## config.mk

```make
export PLATFORM = sky130hd
export DESIGN_NAME = clint_timer
export DESIGN_NICKNAME = d
export VERILOG_FILES = /design/src/rtl/clint_timer.sv
export SDC_FILE = /design/constraint.sdc
export NUM_CORES = 1
export LEC_CHECK = 0
export ABC_AREA = 1
export ABC_CLOCK_PERIOD_IN_PS = 4260
export BUFFER_PORTS_ARGS = -buffer_cell sky130_fd_sc_hd__buf_2
export CORE_ASPECT_RATIO = 2
export CORE_MARGIN = 2
export CORE_UTILIZATION = 30
export CTS_CLUSTER_DIAMETER = 150
export CTS_CLUSTER_SIZE = 8
export DETAILED_ROUTE_END_ITERATION = 16
export PLACE_DENSITY = 0.43
export SLEW_MARGIN = 40
export SYNTH_ARGS = -nofsm -noshare
export SYNTH_HDL_FRONTEND = slang
export SYNTH_SLANG_ARGS = --single-unit
```

## constraint.sdc

```tcl
create_clock -name clk -period 4.26 [get_ports clk]
set_input_delay 0 -clock clk [delete_from_list [all_inputs] [get_ports clk]]
set_output_delay 0 -clock clk [all_outputs]
set_load 0.02 [all_outputs]
```

## src/rtl/clint_timer.sv

```systemverilog
// Core-local interruptor timer block: 64-bit mtime with prescaler, mtimecmp compare
// driving mtip, and a software interrupt bit msip, behind a single-cycle memory port.
module clint_timer #(
  parameter int unsigned TICK_DIV  = 1,
  parameter logic [31:0] ADDR_MASK = 32'h0000FFFF
) (
  input  logic        clk,
  input  logic        rst,
  input  logic        mem_valid,
  input  logic [31:0] mem_addr,
  input  logic [31:0] mem_wdata,
  input  logic [3:0]  mem_wstrb,
  output logic        mem_ready,
  output logic [31:0] mem_rdata,
  output logic        mtip,
  output logic        msip
);

  localparam logic [31:0] OFF_MSIP   = 32'h0000_0000;
  localparam logic [31:0] OFF_CMP_LO = 32'h0000_4000;
  localparam logic [31:0] OFF_CMP_HI = 32'h0000_4004;
  localparam logic [31:0] OFF_MT_LO  = 32'h0000_BFF8;
  localparam logic [31:0] OFF_MT_HI  = 32'h0000_BFFC;
  localparam logic [15:0] DIV_LAST   = 16'(TICK_DIV - 1);

  logic [31:0] offset;
  logic [31:0] wmask;
  logic [31:0] rd_mux;
  logic        is_wr, is_rd;
  logic        sel_msip, sel_cmp_lo, sel_cmp_hi, sel_mt_lo, sel_mt_hi;
  logic        mt_wr, tick;
  logic [15:0] presc;
  logic [63:0] mtime;
  logic [63:0] mtimecmp;
  logic        msip_bit;

  assign offset     = mem_addr & ADDR_MASK;
  assign is_wr      = mem_valid && (mem_wstrb != 4'b0000);
  assign is_rd      = mem_valid && (mem_wstrb == 4'b0000);
  assign sel_msip   = (offset == OFF_MSIP);
  assign sel_cmp_lo = (offset == OFF_CMP_LO);
  assign sel_cmp_hi = (offset == OFF_CMP_HI);
  assign sel_mt_lo  = (offset == OFF_MT_LO);
  assign sel_mt_hi  = (offset == OFF_MT_HI);
  assign mt_wr      = is_wr && (sel_mt_lo || sel_mt_hi);
  assign tick       = (presc == DIV_LAST);

  // Byte strobes expanded to a bit mask so every register write is one merge.
  genvar b;
  generate
    for (b = 0; b < 4; b++) begin : g_lane
      assign wmask[8*b +: 8] = {8{mem_wstrb[b]}};
    end
  endgenerate

  function automatic logic [31:0] merge(input logic [31:0] old, input logic [31:0] nw,
                                        input logic [31:0] msk);
    return (old & ~msk) | (nw & msk);
  endfunction

  // A software write to mtime wins over the tick and restarts the prescale period.
  always_ff @(posedge clk or negedge rst) begin
    if (!rst) begin
      presc <= '0;
      mtime <= '0;
    end else if (mt_wr) begin
      presc <= '0;
      if (sel_mt_lo) mtime[31:0]  <= merge(mtime[31:0], mem_wdata, wmask);
      if (sel_mt_hi) mtime[63:32] <= merge(mtime[63:32], mem_wdata, wmask);
    end else begin
      presc <= tick ? 16'd0 : presc + 16'd1;
      if (tick) mtime <= mtime + 64'd1;
    end
  end

  always_ff @(posedge clk or negedge rst) begin
    if (!rst) begin
      mtimecmp <= '1;
      msip_bit <= 1'b0;
    end else if (is_wr) begin
      if (sel_cmp_lo) mtimecmp[31:0]  <= merge(mtimecmp[31:0], mem_wdata, wmask);
      if (sel_cmp_hi) mtimecmp[63:32] <= merge(mtimecmp[63:32], mem_wdata, wmask);
      if (sel_msip && mem_wstrb[0]) msip_bit <= mem_wdata[0];
    end
  end

  // Compare uses the current registers, so mtip trails any change by one cycle.
  always_ff @(posedge clk or negedge rst) begin
    if (!rst) mtip <= 1'b0;
    else      mtip <= (mtime >= mtimecmp);
  end

  assign msip = msip_bit;

  always_comb begin
    rd_mux = '0;
    case (1'b1)
      sel_msip:   rd_mux = {31'd0, msip_bit};
      sel_cmp_lo: rd_mux = mtimecmp[31:0];
      sel_cmp_hi: rd_mux = mtimecmp[63:32];
      sel_mt_lo:  rd_mux = mtime[31:0];
      sel_mt_hi:  rd_mux = mtime[63:32];
      default:    rd_mux = '0;
    endcase
  end

  // Response is registered; rdata is forced to zero on any non-read cycle.
  always_ff @(posedge clk or negedge rst) begin
    if (!rst) begin
      mem_ready <= 1'b0;
      mem_rdata <= '0;
    end else begin
      mem_ready <= mem_valid;
      mem_rdata <= is_rd ? rd_mux : 32'd0;
    end
  end

endmodule

```

==> key figures, run 1 <==
Worst setup path
  – CP top delay family: simple AND/OR/NAND/NOR gates
  – R2R cell count: 10
  – Crit path largest cell delay: 0.64 ns
  – Max FO, Critical Path: 8
  – Critical Path Sink Type: register
  – R2R Path Start: presc[0]
  – Reg2Reg Setup Slack: 1.68 ns
  – WP buf/inv: 2
  – Crit path max-delay cell type: nor2_1
  – Setup CP Type: reg -> reg
  – CP Data Required Time: 4.65 ns
  – Setup crit start kind: register
  – CP arrival: 2.96 ns
  – Cell breakdown of the critical path: inv_1 > ha_1 > inv_1 > nor2_1 > nand4_1 > nor2_1 > a21oi_1 > nor2_1 > nor2_1 > a21oi_1
  – Most frequent CP cell: nor2_1

Timing
  – Period utilization: 60.5%
  – Final setup vio count: 0
  – Max Freq: 0.388 GHz
  – Fin Setup TNS: 0 ns
  – Fin. max-slew vios: 0
  – RSZ-0062 raised after global routing: false
  – Final worst path period need: 2.58 ns
  – Final hold vios: 0
  – Worst Skew: 0.0159 ns
  – Slew @ Worst Pin: 0.780 ns
  – Max-slew headroom: 47.6%

Worst hold path
  – Min-Delay Path Class: in -> reg
  – Worst Hold Endpoint: mem_rdata[0]
  – Worst hold start: mem_addr[13]
  – Hold Path Stages: 5

Yosys
  – Mapped Cells: 1,876
  – Post-synth ARST share: 100%
  – Most frequent cells after synthesis: 574 x nand2_1, 289 x nor2_1, 215 x inv_1
  – Synthesized area: 0.0126 sq mm
  – Ys Warns: 0
  – Syn Nets: 2,014
  – Count leader, synth: nand2_1
  – Primary FF master, synth: dfrtp_1
  – Top post-synthesis cells by area: dfrtp_1 23%, nand2_1 17%, dfstp_2 13%
  – Number of synthesized flops with an enable pin: 0
  – Seq/Total Area, Yosys: 36.3%
  – Top-area cell type share of the netlist area: 22.9%
  – #FFs+latches synth: 179
  – Syn Area/Cell: 6.70 sq um
  – Count of cell types in the netlist: 42
  – Synth area leader: dfrtp_1

Global routing
  – Total track usage: 22.7%
  – Met2 Usage GRT: 40.9%
  – GR Layer Usage met3: 2.07%
  – Vias in the first global route: 12,400
  – First-pass GRT wire length: 74,000 microns
  – Largest net degree at the start of global routing: 89
  – GR Overflow Total: 0
  – Grt met1 use: 28.0%
  – Grt peak-use layer: met2
  – Initial antenna violation count: 0

Pwr
  – PD cells: 247 mW/mm^2
  – Worst vdd ir: 0.000233 V
  – Leak: 6.51 nW

Finish
  – Synthesis-to-finish area growth: 15.3%
  – Share of layout cells above drive strength 1: 12.3%
  – N_diodes: 0
  – Post-layout util: 34.9%
  – Fin nets: 2,124

Clock network
  – CTS tree: built
  – Clock root buffer: clkbuf_16
  – Clock Latency Late Sink: 0.46 ns
  – # clock sinks: 179
  – Clock buffer depth: 2
  – Clock transition at path regs: 0.08 ns
  – H-Tree Depth: 4
  – CTS buffer count: 17

Floorplan
  – Initial cell density of the core: 30.3%
  – Core Footprint: 0.0415 sq mm
  – Chip Width: 149 microns
  – Die area: 0.0436 sq mm
  – Ports: 106
  – Chip height: 293 microns
  – Site Rows: 106

Drt
  – Initial drt markers: 762
  – Post-DRT Antenna Nets: 0
  – Drt drc: 0
  – Vias: 12,400
  – 1st-pass router iterations: 5
  – Vias per inst: 4.89
  – WL/cell: 19.1 microns
  – Routed wire length: 48,500 microns

Flow run
  – Max_cap viols: 0

Place
  – Detailed Place HPWL: 37,300 microns
  – RePlAce Congestion: 0.958
  – Port Buffer Count: 89

Outcome
  – Status: complete, no violations
worst max-delay path by stage:
stage	start	to	slack [ns]	depth (start not counted)
finish	presc[0]	register	1.68	10
global route	presc[0]	register	1.47	10
CTS	presc[0]	register	1.62	10
detailed placement	presc[0]	register	1.66	10
global placement	presc[0]	register	1.69	10
floorplan	presc[0]	register	2.56	10
cell families after synthesis:
| logic type | Yosys count | share of synthesized area (%) |
|---|---|---|
| compound gates | 277 | 11.7 |
| xor+xnor | 30 | 2.09 |
| fa+ha+maj | 67 | 6.67 |
| buf+inv | 269 | 8.57 |
| flops | 179 | 36.3 |
| simple gates | 1054 | 34.7 |
layout by cell type, fill, tap and decap left out, types with 16 or more instances in the layout:
cell type / n
dlygate4sd3_1: 34
ha_1: 67
nand3_1: 100
nor3_1: 16
nand2_1: 574
xor2_1: 27
a21oi_1: 53
buf_2: 88
o21ai_0: 169
dfrtp_1: 115
o22ai_1: 20
nor2_1: 289
clkbuf_16: 17
dfstp_2: 64
nand4_1: 26
inv_1: 215
routing by layer:
metal / wire [microns] / part of all wire (%) / up-vias
li1: - / - / 6198
met1: 20700 / 43 / 5876
met2: 25000 / 51 / 274
met3: 1410 / 2.9 / 53
met4: 1400 / 2.9 / 0
met5: 0 / 0 / -
final cells by class:
class                      count  area [sq um]
timing repair buffer         135           897
sequential                   179          4560
inverter                     225           847
multi-input combinational   1428          6930
tap                          540           676
clock buffer                  19           433
fill                        4592         27000
clock inverter                12           148
power breakdown:
part / total (mW) / internal (mW) / switching (mW)
combinational: 0.187 / 0.0658 / 0.121
sequential: 1.74 / 1.72 / 0.0196
clock: 1.66 / 0.877 / 0.778
through the flow:
stage	area, sq um	setup slack (ns)	hold WS [ns]	power [mW]	cells
after CTS	14500	1.62	0.0315	3.65	2538
final	14500	1.68	0.0532	3.58	2538
after global routing	14500	1.47	0.0929	3.72	2538
after floorplan	12600	2.56	-0.296	1.83	1876
after detailed placement	13600	1.66	0.0350	1.94	2473
after global placement	13600	1.69	0.0322	1.94	2473
worst reg2reg max path, cell delays in order (launching register included):
cell	delay [ns]
dfrtp_1	0.40
inv_1	0.09
ha_1	0.18
inv_1	0.05
nor2_1	0.08
nand4_1	0.08
nor2_1	0.44
a21oi_1	0.32
nor2_1	0.64
nor2_1	0.10
a21oi_1	0.14
what timing repair did:
| action | 4_1_cts | 5_1_grt |
|---|---|---|
| hold buffers | 34 | 0 |
| setup buffers | 0 | 0 |
| hold endpoints to repair | 165 | 0 |
| resized for setup | 0 | 0 |
Note: power is estimated with default switching activity, not from simulation.
==> inputs of run 2 (changes only) <==
Settings changed: ABC_CLOCK_PERIOD_IN_PS 4260 to 2450.
Clock period 4.26 ns to 2.45 ns, I/O delays scaled along.
==> key figures, run 2 (synthesis gave the netlist of run 1 again) <==
Floorplan
  – Site Rows: 106
  – Ports: 106
  – Core Footprint: 0.0415 sq mm
  – Initial cell density of the core: 30.3%
  – Die area: 0.0436 sq mm
  – Chip Width: 149 microns
  – Chip height: 293 microns

Global routing
  – Total track usage: 22.8%
  – Vias in the first global route: 12,600
  – Grt peak-use layer: met2
  – Met2 Usage GRT: 40.3%
  – Grt met1 use: 27.4%
  – Initial antenna violation count: 0
  – GR Layer Usage met3: 3.12%
  – Largest net degree at the start of global routing: 67
  – First-pass GRT wire length: 74,600 microns
  – GR Overflow Total: 0

Timing
  – Final worst path period need: 2.31 ns
  – Worst Skew: 0.0178 ns
  – Fin. max-slew vios: 0
  – Max-slew headroom: 55.3%
  – Period utilization: 94.3%
  – RSZ-0062 raised after global routing: true
  – Final setup vio count: 0
  – Final hold vios: 0
  – Slew @ Worst Pin: 0.670 ns
  – Fin Setup TNS: 0 ns
  – Max Freq: 0.433 GHz

Finish
  – Most frequent cells in the layout: 574 x nand2_1, 286 x nor2_1, 215 x inv_1
  – Post-Layout Cell Count: 2,587
  – Share of layout cells above drive strength 1: 14.5%
  – Most common cell after layout, fill and taps aside: nand2_1
  – Synthesis-to-finish area growth: 18.8%
  – Fin nets: 2,172
  – N_diodes: 0
  – Post-layout util: 36.0%
  – Final Cell Area: 0.0149 sq mm

Drt
  – Post-DRT Antenna Nets: 0
  – Vias per inst: 4.83
  – WL/cell: 18.9 microns
  – 1st-pass router iterations: 6
  – Initial drt markers: 810
  – Vias: 12,500
  – Routed wire length: 48,800 microns
  – Drt drc: 0

Worst setup path
  – Setup CP Type: reg -> reg
  – Setup crit start kind: register
  – Critical Path Sink Type: register
  – Max FO, Critical Path: 6
  – CP arrival: 2.71 ns
  – CP Data Required Time: 2.85 ns

Clock network
  – # clock sinks: 179
  – CTS buffer count: 17
  – H-Tree Depth: 4
  – Clock transition at path regs: 0.08 ns
  – Clock Latency Late Sink: 0.47 ns
  – CTS tree: built
  – Clock root buffer: clkbuf_16
  – Setup Fix Bufs, Post-CTS: 0
  – Clock buffer depth: 2

Place
  – RePlAce Congestion: 0.966
  – Port Buffer Count: 89
  – Detailed Place HPWL: 38,600 microns
  – Dpl cell area: 0.0139 sq mm
  – Inst Count DP: 2,518

Flow run
  – Max_cap viols: 0

Pwr
  – Design Power: 6.31 mW
  – Worst vdd ir: 0.000461 V
  – PD cells: 423 mW/mm^2
  – Leak: 6.77 nW

Outcome
  – Status: complete, no violations

Worst hold path
  – Min-Delay Path Class: in -> reg
[run 2: cell count changes in the layout (fill, tap and decap cells not counted), sizes merged, moves of 2 or more]
cell,before,now
buf,100,145
dlygate4sd3,34,37
inv,230,233
clkbuf,20,18
clkinvlp,1,3
[run 2: cell type report]
class,count,area (sq um)
Clock buffer,17,425
Clock inverter,15,189
Fill cell,4608,26600
Inverter,225,847
Multi-Input combinational cell,1428,6940
Sequential cell,179,4560
Tap cell,540,676
Timing Repair Buffer,183,1280
[run 2: critical path: stages, from the launching register on]
cell and delay [ns]:
dfrtp_1 0.48, ha_1 0.25, inv_1 0.09, nor2_2 0.23, nand2_1 0.17, nor2_1 0.27
nand3_1 0.22, nor2_1 0.25, nand2_1 0.08, o21ai_1 0.08, nand2_1 0.06, nand2_1 0.07
[run 2: timing repair]
item,in CTS,in global routing
endpoints found under the setup margin,0,5
endpoints found under the hold margin,167,0
hold buffers,37,0
resized for setup,0,2
[run 2: worst paths after layout]
| path | startpoint | end | slack, ns | cells after the start |
|---|---|---|---|---|
| worst max-delay path | register | register | 0.14 | 11 |
| worst min-delay path | mem_addr[13] | mem_rdata[0] | 0.05 | 6 |
| worst max register to register | register | register | 0.14 | 11 |
| worst min register to register | presc[0] | presc[0] | 0.46 | 1 |
| max in group asynchronous | rst | async pin | 1.53 | 3 |
| min in group asynchronous | rst | mem_rdata[14] | 0.09 | 2 |
[run 2: routing by layer]
metal	vias to the layer above	part of all wire (%)
li1	6304	-
met1	5785	42
met2	315	50
met3	94	3.8
met4	0	4.3
met5	-	0
[run 2: power by group]
part	total [mW]	switching (mW)	internal (mW)
clock network	2.95	1.47	1.48
registers	3.02	0.0343	2.99
logic	0.339	0.215	0.124
total	6.31	1.72	4.59
[run 2: per-stage QoR]
stage          hold slack, ns  setup slack [ns]
2_1_floorplan          -0.296             0.752
3_3_place_gp           0.0250            -0.111
3_5_place_dp           0.0274             0.141
4_1_cts                0.0306             0.114
5_1_grt                0.0447           -0.0258
6_report               0.0504             0.140
==> inputs of run 3 (changes only) <==
Settings changed: CORE_MARGIN 2 to unset.
==> key figures, run 3 (synthesis gave the netlist of run 1 again) <==
Worst hold path
  – Hold Path Stages: 5
  – Min-Delay Path Class: in -> reg
  – Worst hold start: mem_addr[13]
  – Worst Hold Endpoint: mem_rdata[0]

Worst setup path
  – Max FO, Critical Path: 5
  – Reg2Reg Setup Slack: 0.13 ns
  – Setup CP Type: reg -> reg
  – CP Data Required Time: 2.80 ns
  – R2R cell count: 10
  – CP arrival: 2.67 ns
  – Critical Path Sink Type: register
  – Setup crit start kind: register

Drt
  – Vias per inst: 4.90
  – Initial drt markers: 642
  – Routed wire length: 54,400 microns
  – 1st-pass router iterations: 5
  – Vias: 12,700
  – Post-DRT Antenna Nets: 0
  – WL/cell: 20.9 microns
  – Drt drc: 0

Floorplan
  – Site Rows: 105
  – Ports: 106
  – Chip height: 291 microns
  – Chip Width: 147 microns
  – Core Footprint: 0.0411 sq mm
  – Initial cell density of the core: 30.6%
  – Die area: 0.0428 sq mm

Clock network
  – # clock sinks: 179
  – H-Tree Depth: 4
  – CTS tree: built
  – Clock buffer depth: 2
  – CTS buffer count: 17
  – Clock root buffer: clkbuf_16
  – Clock Latency Late Sink: 0.47 ns
  – Clock transition at path regs: 0.08 ns
  – Setup Fix Bufs, Post-CTS: 0

Finish
  – Synthesis-to-finish area growth: 19.7%
  – N_diodes: 0
  – Most common cell after layout, fill and taps aside: nand2_1
  – Share of layout cells above drive strength 1: 15.2%
  – Fin nets: 2,189
  – Post-Layout Cell Count: 2,599
  – Most frequent cells in the layout: 573 x nand2_1, 288 x nor2_1, 215 x inv_1

Timing
  – Max Freq: 0.431 GHz
  – Final worst path period need: 2.32 ns
  – Fin. max-slew vios: 0
  – Fin Setup TNS: 0 ns
  – Slew @ Worst Pin: 0.753 ns
  – Worst Skew: 0.0131 ns
  – RSZ-0062 raised after global routing: false
  – Min Hold Slack: 0.0231 ns
  – Max-slew headroom: 49.8%
  – Final hold vios: 0
  – Final setup vio count: 0
  – Period utilization: 94.7%

Global routing
  – First-pass GRT wire length: 80,900 microns
  – Vias in the first global route: 13,000
  – Largest net degree at the start of global routing: 73
  – GR Overflow Total: 0
  – Total track usage: 26.1%
  – Initial antenna violation count: 0

Place
  – Detailed Place HPWL: 43,600 microns
  – Port Buffer Count: 89
  – RePlAce Congestion: 0.957
  – Inst Count DP: 2,532

Flow run
  – Max_cap viols: 0

Pwr
  – Leak: 6.86 nW
  – Worst vdd ir: 0.000370 V
  – PD cells: 416 mW/mm^2

Outcome
  – Status: complete, no violations
[run 3: cell count changes in the layout (fill, tap and decap cells not counted), sizes merged]
cell | before | now
inv | 233 | 229
buf | 145 | 164
bufinv | 1 | 2
clkbuf | 18 | 19
dlygate4sd3 | 37 | 35
clkinv | 3 | 5
[run 3: critical path, cell delays in order, from the launching register on]
cell and delay (ns):
dfrtp_1 0.52, nand2_1 0.15, nor2_1 0.25, nand2_1 0.12, nor3_1 0.28, nand3b_1 0.20, o21ai_0 0.33, buf_4 0.17
nand2_1 0.05, nand2_1 0.06, nand2_1 0.07
[run 3: layout make-up]
type / count / area (sq um)
clock inverter: 14 / 151
timing repair buffer: 200 / 1430
fill: 4485 / 26100
clock buffer: 18 / 439
inverter: 225 / 847
multi-input combinational: 1428 / 6940
tap: 535 / 669
sequential: 179 / 4560
[run 3: repair_timing]
action | 4_1_cts | 5_1_grt
gates resized for setup | 1 | 2
hold buffers | 35 | 0
endpoints found under the hold margin | 233 | 0
endpoints found under the setup margin | 1 | 8
[run 3: metal layers]
metal	vias to the layer above	wire, microns	track usage [%]
li1	6343	-	-
met1	5971	19400	25.5
met2	297	30000	50.6
met3	114	1170	2.57
met4	0	3850	17.9
met5	-	0	0
[run 3: stage by stage]
| stage | total power [mW] | instance area (sq um) | util (%) | setup WS, ns |
|---|---|---|---|---|
| global placement | 3.38 | 14100 | 34.2 | -0.0293 |
| CTS | 6.36 | 15000 | 36.6 | 0.0969 |
| floorplan | 3.18 | 12600 | - | 0.752 |
| finish | 6.25 | 15000 | 36.6 | 0.130 |
| global route | 6.48 | 15000 | 36.6 | 0.00829 |
| detailed placement | 3.38 | 14100 | 34.3 | -0.0438 |
[run 3: worst max-delay path by stage]
| stage | start | end | slack (ns) | cells after the start |
|---|---|---|---|---|
| after floorplan | presc[0] | register | 0.75 | 10 |
| after global placement | register | mtip | -0.03 | 11 |
| after detailed placement | register | mtip | -0.04 | 11 |
| after CTS | register | register | 0.1 | 11 |
| after global routing | register | register | 0.008 | 11 |
| final | register | register | 0.13 | 10 |
[run 3: power by group]
group / switching [mW] / internal [mW] / total (mW)
Sequential: 0.0345 / 2.99 / 3.02
Clock: 1.35 / 1.54 / 2.89
Combinational: 0.219 / 0.124 / 0.343
